--- config.mk ---
export PLATFORM = sky130hd
export DESIGN_NAME = highway_controller
export DESIGN_NICKNAME = d
export VERILOG_FILES = /design/src/rtl/highway_controller.sv
export SDC_FILE = /design/constraint.sdc
export NUM_CORES = 1
export LEC_CHECK = 0
export BUFFER_PORTS_ARGS = -buffer_cell sky130_fd_sc_hd__buf_2
export CORE_AREA = 2 2 39 41
export DETAILED_ROUTE_END_ITERATION = 10
export DIE_AREA = 0 0 41 43
export MAX_ROUTING_LAYER = met4
export SLEW_MARGIN = 20
export SYNTH_ARGS = -nofsm -noshare
export SYNTH_HDL_FRONTEND = slang
export SYNTH_SLANG_ARGS = --single-unit
--- constraint.sdc ---
create_clock -name clk -period 2.5 [get_ports clk]
set_clock_uncertainty 0.2 [all_clocks]
set_input_delay 0.5 -clock clk [delete_from_list [all_inputs] [get_ports clk]]
set_output_delay 0.5 -clock clk [all_outputs]
set_load 0.02 [all_outputs]
--- src/rtl/highway_controller.sv ---
// Highway-side traffic light controller for a highway/country-road crossing.
// Highway stays green until a country-road car waits and the interval timer
// expires, then runs yellow -> red (country go window) -> all-red clearance.
// Outputs are decoded from the next state and registered, so they change on
// the same edge as the state and have no combinational path from the inputs.
module highway_controller #(
  parameter int unsigned YELLOW_CYCLES  = 3,
  parameter int unsigned RED_MIN_CYCLES = 4,
  parameter int unsigned CLEAR_CYCLES   = 2,
  parameter int unsigned CNT_W          = 4
) (
  input  logic       clk,
  input  logic       rst_n,               // active-high synchronous reset
  input  logic       sensor,
  input  logic       timeout,
  output logic       enable_countryroad,
  output logic [2:0] highway_led
);

  localparam int unsigned LED_W = 3;

  localparam logic [CNT_W-1:0] YEL_LAST   = CNT_W'(YELLOW_CYCLES - 1);
  localparam logic [CNT_W-1:0] RED_LAST   = CNT_W'(RED_MIN_CYCLES - 1);
  localparam logic [CNT_W-1:0] CLEAR_LAST = CNT_W'(CLEAR_CYCLES - 1);
  localparam logic [CNT_W-1:0] CNT_ONE    = CNT_W'(1);

  localparam logic [LED_W-1:0] LED_GREEN  = LED_W'(3'b001);
  localparam logic [LED_W-1:0] LED_YELLOW = LED_W'(3'b010);
  localparam logic [LED_W-1:0] LED_RED    = LED_W'(3'b100);

  typedef enum logic [1:0] {
    ST_GREEN     = 2'b00,
    ST_YELLOW    = 2'b01,
    ST_RED_GO    = 2'b10,
    ST_RED_CLEAR = 2'b11
  } state_e;

  state_e             state_q, state_d;
  logic [CNT_W-1:0]   cnt_q, cnt_d;
  logic [LED_W-1:0]   led_q, led_d;
  logic               en_q, en_d;

  // State, phase counter and registered lamp outputs; reset wins over inputs.
  always_ff @(posedge clk) begin
    if (rst_n) begin
      state_q <= ST_GREEN;
      cnt_q   <= '0;
      led_q   <= LED_GREEN;
      en_q    <= 1'b0;
    end else begin
      state_q <= state_d;
      cnt_q   <= cnt_d;
      led_q   <= led_d;
      en_q    <= en_d;
    end
  end

  // Next-state and phase-counter logic; inputs only matter in GREEN and RED_GO.
  always_comb begin
    state_d = state_q;
    cnt_d   = cnt_q;
    case (state_q)
      ST_GREEN: begin
        if (sensor && timeout) begin
          state_d = ST_YELLOW;
          cnt_d   = '0;
        end
      end
      ST_YELLOW: begin
        if (cnt_q == YEL_LAST) begin
          state_d = ST_RED_GO;
          cnt_d   = '0;
        end else begin
          cnt_d = cnt_q + CNT_ONE;
        end
      end
      ST_RED_GO: begin
        // Counter saturates at the minimum window; the window then stretches
        // while cars still wait and the timer has not expired.
        if (cnt_q == RED_LAST) begin
          if (!sensor || timeout) begin
            state_d = ST_RED_CLEAR;
            cnt_d   = '0;
          end
        end else begin
          cnt_d = cnt_q + CNT_ONE;
        end
      end
      ST_RED_CLEAR: begin
        if (cnt_q == CLEAR_LAST) begin
          state_d = ST_GREEN;
          cnt_d   = '0;
        end else begin
          cnt_d = cnt_q + CNT_ONE;
        end
      end
      default: begin
        state_d = ST_GREEN;
        cnt_d   = '0;
      end
    endcase
  end

  // Moore output decode of the upcoming state, captured alongside it.
  always_comb begin
    led_d = LED_GREEN;
    en_d  = 1'b0;
    case (state_d)
      ST_GREEN:     led_d = LED_GREEN;
      ST_YELLOW:    led_d = LED_YELLOW;
      ST_RED_GO: begin
        led_d = LED_RED;
        en_d  = 1'b1;
      end
      ST_RED_CLEAR: led_d = LED_RED;
      default:      led_d = LED_GREEN;
    endcase
  end

  assign highway_led        = led_q;
  assign enable_countryroad = en_q;

endmodule

* Word level (Yosys, flattened, before mapping)
Index checks and enable logic that the tools add are counted.
Cells by class: mux-type cells 14, reduce and logical (&&, ||, !) cells 7, equality and inequality tests 11, add/subtract/negate cells 1
Operators with widths (number):
- 4-bit two-way mux | 5
- 4-bit one-hot mux with 4 select lines | 1
- 2-bit two-way mux | 5
- 3-bit one-hot mux with 3 select lines | 1
- 2-bit equality test, second input constant | 4
- 4-bit by 2-bit equality test with 1-bit output, second input constant | 2
- 2-bit one-hot mux with 4 select lines | 1
- 4-bit by 1-bit adder with 4-bit output, second input constant | 1
- 2-bit by 1-bit equality test with 1-bit output, second input constant | 2
- 4-bit by 1-bit equality test with 1-bit output, second input constant | 1
- 2-bit logical NOT | 2
- 3-bit != test, second input constant | 1
- 2-bit != test, second input constant | 1
- 2-bit AND reduction | 1
- 2-bit OR reduction | 1
- 1-bit logical AND | 1
- 1-bit logical NOT | 1
- 1-bit logical OR | 1
- 1-bit two-way mux | 1
Storage, ports and cells: flip-flop bits (word level) 10, output and inout port bits 4

* Longest topological paths before layout
depth in word-level cells 8, gate-level depth with buffers 6

* Least setup slack after synthesis
Ideal clock, no wire load.
kind flip-flop to flip-flop, start point register cnt_q[0], end point register led_q[0] (netlist: highway_led[0]), library setup time 0.114 ns, slack 0.753 ns, stages on the path, launching flop included 6, period minus slack after synthesis 1.747 ns, buffers on the path 0, arrival 1.433 ns, data required time 2.186 ns, cell sequence dfxtp_1 -> ha_1 -> or3b_2 -> a21oi_1 -> o21ai_1 -> nor2b_1
On the way: cells in the longest elaborated chain, start to end 6
Ends and longest elaborated chain:
- start: declaration | line 39 | logic [CNT_W-1:0] cnt_q, cnt_d;
- start signal: assignment | line 52 | cnt_q <= cnt_d;
- 4-bit by 1-bit equality test with 1-bit output, or another cell as far along | line 90 | if (cnt_q == CLEAR_LAST) begin
- 2-bit two-way mux, on equally long branches | line 90, 70, 80
- 2-bit one-hot mux with 4 select lines * | line 62 | case (state_q)
- 2-bit equality test | line 108 | case (state_d)
- 2-bit OR reduction (no source line)
- 3-bit one-hot mux with 3 select lines * | line 108
- end signal: assignment | line 53 | led_q <= led_d;
- end: declaration | line 40 | logic [LED_W-1:0] led_q, led_d;
Mark *: on every way between the ends. The rest lies on a longest branch, timed or not. A chain may end at the register's enable or synchronous reset.

* Worst setup path in the final report
Same ends and word-level chain as after synthesis.

==> flow_summary.ini <==
[outcome]
status = finished, final reports clean

[clock_tree]
cts_tree = done
post_cts_resized = 0
clkSlewWorstSetupHoldPaths_ns = 0.07
cts_setup_buffers = 0
root_buffer = clkbuf_4
insertion_delay_ns = 0.27
cts_buffers = 3
cts_hold_buf = 0
cts.sinks = 10
clk_path_buf_depth = 2
cts_htree_levels = 1

[power]
sw_frac_of_total = 0.251
power_density_nw_per_um2 = 560
p_leak_nw = 0.272
p_int_w = 0.000270
pwr-share-seq = 0.477
ir_worst_vdd_mv = 0.247
power_frac_clock = 0.415
p_sw_w = 0.0000904
power_frac_comb = 0.107

[critical_path]
cp.arrival_ns = 1.90
required_ns = 2.47
cp_cell_sequence = ha_1, or3b_2, a21oi_1, o21ai_1, nor2b_1
cpLargestDelayFamily = simple AND/OR/NAND/NOR gates
critical_path_class = reg -> reg
end_kind = flip-flop
cp_slowest_cell = or3b_2
start_kind = flip-flop
slowest_delay_ns = 0.48
crit_fanout = 6
critPathBufInv = 0

[yosys]
synthSimpleGateAreaFrac = 0.297
synth-edff-count = 0
synth_area_per_cell_um2 = 9.16
synth-seq-cells = 10
yosys_warnings = 0
postSynthCellCount = 62
synthesis.area_um2 = 568
syn-num-nets = 69
synth_top_family_by_area = simple AND/OR/NAND/NOR gates
synth_xor_area_frac = 0
synth_compound_area_frac = 0.192
yosysSeqAreaShare = 0.352
synthAdderAreaFrac = 0.0661
synth_ff_type = dfxtp_1
synthMuxAreaShare = 0.0374
synth_cell_types = 35
async_flop_share = 0

[route]
vias = 479
wl_um = 1070
drtAntennaViolNets = 0
drc = 0
via_per_inst = 5.57
initialDrtViolationCount = 17
first_pass_iters = 4
routedWlPerCell_um = 12.5

[layout]
n_fill_cell = 133
drive_gt1_frac = 0.257
syn_to_final_growth_pct = 13.2
antenna_cells = 0
multiInputGateArea_um2 = 337
ff_latch_area_um2 = 200
nets = 78

[die]
fp.coreArea_um2 = 1380
fp.dieH_um = 43
dieWidth_um = 41
rows = 14
ios = 8
dieArea_um2 = 1760
start_util = 0.410

[sta]
drv_slew = 0
setup_tns_ns = 0
setup_viol_count_final = 0
fin_crit_ns = 1.93
fin_crit_sh = 0.771
final_hold_viol_count = 0
relSlewSlack = 0.692
rsz0062_at_grt = no
hold_slack_ns = 0.315
tightest_slew_ns = 0.462
clock.fmax_ghz = 0.518

[placement]
dp_hpwl_um = 745
gp_congestion = 0.774
portBuffers = 7

[grt]
overflow = 0
grt_util_all_layers = 0.159
antenna_found_initial = 0
grt_max_degree = 13
grt_pass1_wl_um = 1800
grt_pass1_vias = 430

[worst_hold_path]
worstHoldPathType = in -> reg

[job]
cap_violations = 0
final timing paths:
path	from	end	slack [ns]	depth (start not counted)
setup reg to reg	cnt_q[0]	highway_led[0]	0.57	5
hold / removal	rst_n	cnt_q[1]	0.31	2
hold reg to reg	cnt_q[0]	cnt_q[0]	0.32	2
setup / recovery	cnt_q[0]	highway_led[0]	0.57	5
power by group through the flow:
stage                     Combinational [W]  Clock [W]  Sequential, W
after floorplan                   0.0000278          0       0.000176
after global placement            0.0000387          0       0.000175
after detailed placement          0.0000386          0       0.000175
after CTS                         0.0000388   0.000151       0.000172
after global routing              0.0000439   0.000163       0.000173
final                             0.0000386   0.000150       0.000172
cells in the final DEF (no fill, tap or decap):
cell and instances:
and2b_2 1, a221o_2 1, nor2_1 3, a211o_2 1
and3_2 1, mux2_2 1, clkbuf_4 3, a21oi_1 4
buf_2 7, a31o_1 1, inv_1 4, a21boi_0 1
o21ai_0 1, and2b_1 2, nand3_1 2, nor2_2 1
a221oi_1 1, a32oi_1 2, nor3_1 1, o21ai_1 1
nand2_1 1, and2_0 1, dfxtp_1 10, ha_1 3
nand4bb_1 2, nor2b_1 2, clkbuf_8 1, or3b_2 1
a211o_1 1, and2_1 1, nand2b_1 2, nor4b_1 3
or3_1 1, a31oi_1 1, mux2i_1 1
layout make-up:
cell class,count,share of cell area
Tap cell,16,0.0311
Inverter,4,0.0233
Sequential cell,10,0.311
Timing Repair Buffer,7,0.0545
Clock buffer,4,0.0564
Multi-Input combinational cell,45,0.523
layer usage:
layer	GRT usage	wire, um	up-vias	part of all wire
li1	-	-	242	-
met1	0.208	546	221	0.51
met2	0.197	441	12	0.41
met3	0.0471	50	4	0.047
met4	0.120	33	0	0.031
met5	-	0	-	0
worst reg2reg max path, delay by kind of cell (launching register included):
| kind | cells | cell delay [ns] |
|---|---|---|
| AOI/OAI and AO/OA | 2 | 0.32 |
| DFF | 1 | 0.41 |
| and+or+nand+nor | 2 | 0.63 |
| adders and majority gates | 1 | 0.26 |
stage by stage:
stage | power, W | utilization | area, um2 | std cells | worst slack, ns
floorplan | 0.000204 | - | 568 | 62 | 0.753
global placement | 0.000214 | 0.439 | 607 | 82 | 0.652
detailed placement | 0.000214 | 0.439 | 607 | 82 | 0.602
CTS | 0.000362 | 0.465 | 643 | 86 | 0.586
global route | 0.000380 | 0.465 | 643 | 86 | 0.422
finish | 0.000360 | 0.465 | 643 | 86 | 0.571
sequential cells by signal, summed over array words and instances, names as in the netlist:
| name | cells |
|---|---|
| cnt_q | 4 |
| highway_led | 3 |
| state_q | 2 |
| enable_countryroad | 1 |
cell usage after synthesis, types with 2 or more instances:
library cell | n | area, um2
a21oi_1 | 4 | 20.0
nand2b_1 | 2 | 12.5
inv_1 | 4 | 15.0
nand4bb_1 | 2 | 22.5
a32oi_1 | 2 | 17.5
and2b_1 | 2 | 15.0
nand3_1 | 2 | 10.0
dfxtp_1 | 10 | 200
nor2b_1 | 2 | 12.5
nor4b_1 | 3 | 26.3
ha_1 | 3 | 37.5
nor2_1 | 3 | 11.3
logic make-up (layout without fill, tap and decap cells):
group	after synthesis	count (layout)
fa+ha+maj	3	3
simple gates	25	25
flops	10	10
mux	2	2
compound gates	15	15
buf+inv	7	15
Power figures use the tool's default switching activity.
